### config.mk
export PLATFORM = sky130hd
export DESIGN_NAME = frame_check_sequence_inserter
export DESIGN_NICKNAME = d
export VERILOG_FILES = /design/src/rtl/frame_check_sequence_inserter.sv
export SDC_FILE = /design/constraint.sdc
export NUM_CORES = 1
export LEC_CHECK = 0
export ABC_AREA = 1
export CAP_MARGIN = 25
export CORE_MARGIN = 8
export CORE_UTILIZATION = 40
export DETAILED_ROUTE_END_ITERATION = 12
export RECOVER_POWER = 100
export SYNTH_ARGS = -nofsm -noshare
export SYNTH_HDL_FRONTEND = slang
export SYNTH_SLANG_ARGS = --single-unit
### constraint.sdc
create_clock -name clock -period 2.2 [get_ports clock]
set_input_delay 0.22 -clock clock [delete_from_list [all_inputs] [get_ports clock]]
set_output_delay 0.22 -clock clock [all_outputs]
set_load 0.05 [all_outputs]
### src/rtl/frame_check_sequence_inserter.sv
`default_nettype none
// ============================================================================
// Module      : frame_check_sequence_inserter
// Description : Pads a transmit frame to a minimum length, then appends the
//               4-byte FCS returned by the external checksum generator.
// Revision    : 1.0
// ============================================================================
module frame_check_sequence_inserter #(
  parameter int unsigned MIN_FRAME_BYTES = 60,
  parameter logic [7:0]  PAD_BYTE        = 8'h00
) (
  input  logic        clock,
  input  logic        reset,
  input  logic [7:0]  s_data,
  input  logic        s_valid,
  input  logic        s_last,
  output logic        s_ready,
  output logic [7:0]  m_data,
  output logic        m_valid,
  output logic        m_last,
  input  logic        m_ready,
  output logic [7:0]  fcs_data,
  output logic        fcs_data_enable,
  output logic        fcs_data_last,
  input  logic [31:0] fcs_checksum,
  input  logic        fcs_checksum_valid
);

  typedef enum logic [1:0] {
    S_DATA     = 2'd0,
    S_PAD      = 2'd1,
    S_WAIT_FCS = 2'd2,
    S_FCS      = 2'd3
  } state_t;

  // One extra bit so the comparison holds even at MIN_FRAME_BYTES = 65535.
  localparam logic [16:0] MIN_COUNT = 17'(MIN_FRAME_BYTES);

  state_t      state_q, state_d;
  logic [15:0] byte_count_q, byte_count_d;
  logic [1:0]  fcs_idx_q, fcs_idx_d;
  logic [31:0] shift_q, shift_d;
  logic [7:0]  m_data_q, m_data_d;
  logic        m_valid_q, m_valid_d;
  logic        m_last_q, m_last_d;

  logic        out_free;
  logic        load_frame;
  logic        load_pad;
  logic        load_fcs;
  logic        frame_done;
  logic [16:0] count_inc;
  logic [15:0] count_sat;

  assign out_free   = !m_valid_q || m_ready;
  assign count_inc  = {1'b0, byte_count_q} + 17'd1;
  assign count_sat  = (count_inc <= MIN_COUNT) ? count_inc[15:0] : byte_count_q;
  assign frame_done = (count_inc >= MIN_COUNT);

  assign load_frame = (state_q == S_DATA) && s_valid && out_free;
  assign load_pad   = (state_q == S_PAD) && out_free;
  assign load_fcs   = (state_q == S_FCS) && out_free;

  assign s_ready         = (state_q == S_DATA) && out_free;
  assign fcs_data        = (state_q == S_PAD) ? PAD_BYTE : s_data;
  assign fcs_data_enable = load_frame || load_pad;
  assign fcs_data_last   = (load_frame && s_last && frame_done) || (load_pad && frame_done);

  assign m_data  = m_data_q;
  assign m_valid = m_valid_q;
  assign m_last  = m_last_q;

  always_comb begin
    state_d      = state_q;
    byte_count_d = byte_count_q;
    fcs_idx_d    = fcs_idx_q;
    shift_d      = shift_q;
    m_data_d     = m_data_q;
    m_last_d     = m_last_q;
    m_valid_d    = m_valid_q && !m_ready;

    case (state_q)
      S_DATA: begin
        if (load_frame) begin
          m_data_d     = s_data;
          m_valid_d    = 1'b1;
          m_last_d     = 1'b0;
          byte_count_d = count_sat;
          if (s_last) begin
            state_d = frame_done ? S_WAIT_FCS : S_PAD;
          end
        end
      end
      S_PAD: begin
        if (load_pad) begin
          m_data_d     = PAD_BYTE;
          m_valid_d    = 1'b1;
          m_last_d     = 1'b0;
          byte_count_d = count_sat;
          if (frame_done) begin
            state_d = S_WAIT_FCS;
          end
        end
      end
      S_WAIT_FCS: begin
        if (fcs_checksum_valid) begin
          shift_d   = fcs_checksum;
          fcs_idx_d = 2'd0;
          state_d   = S_FCS;
        end
      end
      S_FCS: begin
        if (load_fcs) begin
          m_data_d  = shift_q[31:24];
          m_valid_d = 1'b1;
          m_last_d  = (fcs_idx_q == 2'd3);
          shift_d   = {shift_q[23:0], 8'h00};
          fcs_idx_d = fcs_idx_q + 2'd1;
          if (fcs_idx_q == 2'd3) begin
            state_d      = S_DATA;
            byte_count_d = 16'd0;
          end
        end
      end
      default: begin
        state_d = S_DATA;
      end
    endcase
  end

  always_ff @(posedge clock or posedge reset) begin
    if (reset) begin
      state_q      <= S_DATA;
      byte_count_q <= 16'd0;
      fcs_idx_q    <= 2'd0;
      shift_q      <= 32'd0;
      m_data_q     <= 8'd0;
      m_valid_q    <= 1'b0;
      m_last_q     <= 1'b0;
    end else begin
      state_q      <= state_d;
      byte_count_q <= byte_count_d;
      fcs_idx_q    <= fcs_idx_d;
      shift_q      <= shift_d;
      m_data_q     <= m_data_d;
      m_valid_q    <= m_valid_d;
      m_last_q     <= m_last_d;
    end
  end

endmodule
`default_nettype wire
==> results of run 1 <==
==> power groups by stage <==
stage / Clock [µW] / Sequential (µW) / Combinational [µW]
after detailed placement: 0 / 1900 / 3110
after CTS: 1230 / 1890 / 3340
final: 1210 / 1900 / 3260
after global placement: 0 / 1890 / 3060
after global routing: 1290 / 1970 / 3610
after floorplan: 0 / 2150 / 1850
==> layout make-up <==
class                   instances  area share, %
repair buffers                112           20.5
flip-flops and latches         62           31.4
well taps                     108           2.72
clock inverters                 6           2.19
multi-input cells             367           37.7
inverters                      38           2.88
clock buffers                  10           2.57
==> Yosys cell counts, drive strengths merged <==
cell type / instances
or2: 1
nand2: 151
o21bai: 2
nand4: 7
nor2: 94
a22oi: 1
o21a: 1
a211oi: 3
nand3b: 2
ha: 7
nor3: 1
inv: 37
o21ai: 9
a21oi: 32
dfrtp: 62
nand3: 32
clkbuf: 14
a31oi: 24
clkinv: 1
buf: 8
==> kinds of logic (layout without fill, tap and decap cells) <==
| logic type | count (synthesis) | count (layout) |
|---|---|---|
| flops | 62 | 62 |
| simple gates | 288 | 288 |
| compound gates | 72 | 72 |
| fa+ha+maj | 7 | 7 |
| buf+inv | 60 | 166 |
==> routing by layer <==
metal,global-route usage (%),vias up,routed length (µm),share of wire [%]
li1,-,1783,-,-
met1,21.7,1634,4480,45
met2,27.5,86,4730,48
met3,3.95,16,515,5.2
met4,6.18,0,136,1.4
met5,0,-,0,0
==> metrics by stage <==
| stage | instances | setup slack, ns | cell area [µm²] | power (µW) | util, % |
|---|---|---|---|---|---|
| 5_1_grt | 703 | -0.253 | 4960 | 6870 | 57.2 |
| 4_1_cts | 701 | -0.146 | 4960 | 6470 | 57.2 |
| 3_5_place_dp | 661 | 0.173 | 4500 | 5010 | 51.8 |
| 2_1_floorplan | 489 | 0.00500 | 3580 | 4000 | - |
| 3_3_place_gp | 661 | 0.180 | 4500 | 4950 | 51.8 |
| 6_report | 703 | -0.133 | 4960 | 6360 | 57.2 |
==> sequential cells by signal, indices dropped and copies added, names as in the netlist <==
name	count
state_q	2
byte_count_q	16
m_last	1
fcs_idx_q	2
m_valid	1
shift_q	32
m_data	8
==> path summary, 6_finish.rpt <==
kind / endpoint / slack, ns / depth (start not counted)
min in group clock: shift_q[7] / 0.44 / 3
worst max register to register: byte_count_q[9] / -0.13 / 18
worst min register to register: shift_q[5] / 0.53 / 2
worst max-delay path: byte_count_q[9] / -0.13 / 18
worst min-delay path: m_data[0] / 0.44 / 2
max in group asynchronous: state_q[1] / 0.58 / 3
==> cells in the final DEF, fill, tap and decap left out, types with 3 or more instances in the layout <==
| cell | instances |
|---|---|
| nand2_1 | 138 |
| nand4_1 | 7 |
| nand2_4 | 3 |
| dfrtp_1 | 56 |
| buf_4 | 33 |
| nand3_2 | 5 |
| nor2_4 | 9 |
| nand2_2 | 10 |
| nor2_2 | 8 |
| inv_1 | 34 |
| clkbuf_1 | 3 |
| o21ai_0 | 7 |
| dlygate4sd3_1 | 11 |
| bufinv_16 | 3 |
| ha_1 | 4 |
| a31oi_1 | 24 |
| dfrtp_2 | 6 |
| buf_6 | 8 |
| clkdlybuf4s50_1 | 44 |
| clkbuf_2 | 8 |
| a21oi_1 | 32 |
| nor2_1 | 77 |
| nand3_1 | 26 |
| clkbuf_8 | 9 |
| inv_2 | 3 |
==> worst max-delay path, stage by stage, from the launching register on <==
cell and delay, ns:
dfrtp_1 0.42, buf_6 0.15, nand2_4 0.06, nor2_4 0.05, buf_6 0.12, nand3_2 0.06
nand2_1 0.06, buf_4 0.13, buf_4 0.12, buf_4 0.12, buf_4 0.12, buf_4 0.12
buf_4 0.12, buf_4 0.12, buf_4 0.12, buf_4 0.12, a21oi_1 0.12, nand3_1 0.09
nand2_1 0.07
==> what timing repair did <==
| action | 4_1_cts | 5_1_grt |
|---|---|---|
| gates resized for setup | 17 | 24 |
| pin swaps | 11 | 14 |
| setup buffers | 24 | 3 |
| endpoints found under the setup margin | 1 | 19 |
==> impl_metrics.yaml, run 1 <==
status:
  outcome: "finished, violations left"
  violations: "negative setup slack"
die:
  die_area_um2: 12100
  dieHeight_um: 110
  initial_core_util_pct: 40.8
  die_width_um: 110
  core_area_um2: 8680
  ioPinCount: 67
  std_cell_rows: 34
worst_setup_path:
  crit_type: "reg2reg"
  endpoint_kind: "flip-flop"
  startpoint_type: "flip-flop"
  path_max_fanout: 5
  r2r-start: "byte_count_q[1]"
  arrival_ns: 2.61
  cp.required_ns: 2.48
  cp-startpoint: "byte_count_q[1]"
yosys:
  seq_area_frac_synth_pct: 43.8
  synth-simple-area-share_pct: 35.2
  muxShareOfSynthArea_pct: 0
  syn-num-nets: 542
  synthCells: 489
  synth.avg_cell_area_um2: 7.25
  synth_xor_area_share_pct: 0
  synth_top_family_by_area: "simple AND/OR/NAND/NOR gates"
  synth.cell_area_um2: 3540
  synth-compound-area-share_pct: 11.7
  synth.area.top_cells: "dfrtp_1 (44%), nand2_1 (15%), nor2_1 (9.0%)"
  yosysUniqueCellTypes: 29
  ys_ff_latch: 62
  synth_fa_ha_area_share_pct: 2.47
  ys_warn_count: 0
  yosysTopAreaCellShare_pct: 43.8
  yosysTopAreaCell: "dfrtp_1"
clock_network:
  cts_buffer_depth: 2
  cts_tree: "yes"
  clkTransAtPathRegs_ns: 0.07
  cts_sinks: 62
  clock_latency_ns: 0.33
  cts_root_buf: "clkbuf_8"
  cts_hold_buffers: 0
  htree_levels: 3
  cts_buffers: 9
power_and_ir_drop:
  power_frac_clock_pct: 19.0
  pwr-share-comb_pct: 51.2
  internal_power_uw: 3600
  power_density_nw_per_um2: 1280
  p_sw_uw: 2770
  peakVddDrop_v: 0.000944
  seq_power_share_pct: 29.9
  switching_share_pct: 43.5
  p_leak_uw: 0.00230
global_route:
  grt_pass1_vias: 3490
  grt_usage_pct: 17.0
  grt_start_max_net_pins: 69
  grt_pass1_wl_mm: 16.4
  antenna_found_initial: 0
  grt_remaining_overflow: 0
sta:
  maxSlewHeadroom_pct: 53.4
  drv_slew: 0
  max_freq_mhz: 429
  whs_ns: 0.436
  skew_ns: 0.00867
  setup_viol: 3
  fin_tns_setup_ns: -0.266
  layout_setup_ws_ns: -0.133
  rsz0062_at_grt: "yes"
  fin_crit_ns: 2.33
  hold_violations: 0
  fin_crit_sh_pct: 106
  tightest_slew_ns: 0.698
detailed_routing:
  drt-pass1-iter-count: 4
  drc: 0
  drtIter0Drc: 189
  num_vias: 3519
  routed_wl_mm: 9.85
  wire_per_inst_um: 14.0
  vias_per_cell: 5.01
  postRouteAntennaNets: 0
final_layout:
  multi_input_area_um2: 1870
  nets: 643
  seq_area_um2: 1560
  n_antenna_cell: 0
  syn_to_final_growth_pct: 40.0
  layout-drive-gt1-share_pct: 20.5
  fillers: 834
hold_path:
  min_path_type: "in2async"
placed_design:
  io_buffers: 66
  hpwl_mm: 6.75
  place_congestion: 0.881
job:
  cap_violations: 0
No activity file was read; power rests on OpenSTA's default activity.
==> run 2, diff against run 1 <==
Settings changed: CTS_CLUSTER_DIAMETER set to 40, MAX_ROUTING_LAYER set to met4.
==> run 2 against run 1 <==
  * The run ends with max-capacitance violations, max-slew violations, negative setup slack left
  * Clock skew shrank 0.0017 ns
  * Hold slack worse by 0.018 ns
  * Sequential power about the same
  * First-iteration DRC count fell by 7.9%
  * Clock power fell by 14%
  * Cell area is 0.28% lower
  * Utilization fell by 0.16 points
  * Non-clock buffer count down 10
  * Die area did not move
  * Largest power group unchanged
  * Highest routed layer unchanged
==> impl_metrics.yaml, run 2 (synthesized netlist as in run 1, its figures left out) <==
clock_network:
  clkTransAtPathRegs_ns: 0.08
  cts_tree: "yes"
  cts_sinks: 62
  htree_levels: 3
  cts_hold_buffers: 0
  cts_root_buf: "clkbuf_8"
  clock_latency_ns: 0.34
  cts_buffers: 9
  cts_buffer_depth: 2
final_layout:
  mostFrequentLayoutCell: "nand2_1"
  syn_to_final_growth_pct: 39.6
  largest_reg_flops: 32
  layout-drive-gt1-share_pct: 18.8
  n_antenna_cell: 0
  regMostFlops: "shift_q"
  layout_common_cells: "nand2_1 (136), nor2_1 (79), dfrtp_1 (60)"
  nets: 633
sta:
  max_freq_mhz: 441
  fin_crit_sh_pct: 103
  fin_tns_setup_ns: -0.0694
  fin_crit_ns: 2.27
  layout_setup_ws_ns: -0.0694
  setup_viol: 1
  rsz0062_at_grt: "yes"
  tightest_slew_ns: 1.55
  drv_slew: 63
  hold_violations: 0
  skew_ns: 0.00699
  maxSlewHeadroom_pct: -3.17
worst_setup_path:
  slowest_delay_ns: 0.41
  worstPathCellList: "buf_6, nand2_4, nor2_4, buf_6, nand3_2, nand2_2, nand2_2, nand3_2, nor2_4, buf_6, a22oi_2, buf_12"
  crit_type: "reg2out"
  cp_num_buf_inv: 4
  slowest_stage: "dfrtp_1"
  cp_top_family: "simple AND/OR/NAND/NOR gates"
  crit_path_frequent_cell: "buf_6"
  arrival_ns: 2.05
  ff2ff_setup_slack_ns: 0.03
  path_max_fanout: 6
  endpoint_kind: "output port"
  cp.required_ns: 1.98
  startpoint_type: "flip-flop"
global_route:
  grt_start_max_net_pins: 69
  grt_remaining_overflow: 0
  grt_pass1_vias: 3355
  antenna_found_initial: 0
  grt_usage_pct: 17.2
  grt_pass1_wl_mm: 16.1
status:
  outcome: "finished, violations left"
  violations: "max-capacitance violations, max-slew violations, negative setup slack"
power_and_ir_drop:
  p_leak_uw: 0.00227
  power_density_nw_per_um2: 1260
  power.total_uw: 6220
  peakVddDrop_v: 0.00104
  power_frac_clock_pct: 16.8
  switching_share_pct: 45.0
  seq_power_share_pct: 30.7
  p_sw_uw: 2800
  pwr-share-comb_pct: 52.5
  internal_power_uw: 3420
detailed_routing:
  drc: 0
  wire_per_inst_um: 13.9
  postRouteAntennaNets: 0
  routed_wl_mm: 9.60
  drt-pass1-iter-count: 4
  vias_per_cell: 4.98
  num_vias: 3454
  drtIter0Drc: 174
placed_design:
  place_congestion: 0.907
  hpwl_mm: 6.59
  io_buffers: 66
die:
  core_area_um2: 8680
  die_area_um2: 12100
  std_cell_rows: 34
  die_width_um: 110
  ioPinCount: 67
  dieHeight_um: 110
  initial_core_util_pct: 40.8
hold_path:
  min_path_type: "in2reg"
job:
  cap_violations: 1
run 2: changes by cell type in the layout (fill, tap and decap cells not counted), moves of 3 or more:
cell        before  now
buf_12           2    5
dfrtp_1         56   60
buf_4           33   28
clkinvlp_4       0    3
clkbuf_2         8    1
dfrtp_2          6    2
run 2: area by class of cell:
cell class              instances  area (µm²)
multi-input cells             367        1890
flip-flops and latches         62        1550
clock buffers                  10         138
well taps                     108         135
inverters                      38         143
fillers                       842        3730
repair buffers                102        1020
clock inverters                 6        70.1
run 2: through the flow:
stage	std cells	hold slack (ns)	area (µm²)	util [%]	setup slack [ns]
CTS	691	0.267	4890	56.3	-0.104
detailed placement	661	0.515	4500	51.8	0.169
floorplan	489	0.362	3580	-	0.00500
global route	693	0.437	4950	57.0	-0.155
global placement	661	0.506	4500	51.8	0.196
finish	693	0.418	4950	57.0	-0.0694
run 2: layer usage:
metal	track usage [%]	part of all wire (%)	wire length (µm)	up-vias
met5	-	0	0	-
met2	26.5	47	4490	61
met1	22.5	48	4610	1615
li1	-	-	-	1761
met4	5.99	2.1	202	0
met3	2.62	3.1	302	17
run 2: what timing repair did:
action	4_1_cts	5_1_grt
setup endpoints to repair	1	19
pin swaps	15	16
gates resized for setup	21	21
cloned	0	1
buffers inserted	15	2
run 2: worst min-delay path: cells and delay by family:
family / cells / cell delay (ns)
AO/OA/AOI/OAI: 1 / 0.06
buffers and inverters: 1 / 0.39
AND/OR/NAND/NOR: 1 / 0.06
run 2: path summary, 6_finish.rpt:
| path | startpoint | depth (start not counted) | endpoint |
|---|---|---|---|
| setup reg to reg | byte_count_q[1] | 17 | byte_count_q[1] |
| hold reg to reg | m_data[0] | 2 | m_data[0] |
| max in group asynchronous | reset | 3 | byte_count_q[2] |
| hold / removal | fcs_checksum[2] | 3 | shift_q[2] |
| setup / recovery | byte_count_q[1] | 12 | fcs_data_last |
| min in group asynchronous | reset | 3 | m_data[3] |
run 2: power by group through the flow:
stage          combinational (µW)  sequential [µW]  clock, µW
2_1_floorplan                1850             2150          0
3_3_place_gp                 3090             1890          0
3_5_place_dp                 3130             1910          0
4_1_cts                      3220             1910       1080
5_1_grt                      3650             1970       1120
6_report                     3260             1910       1040
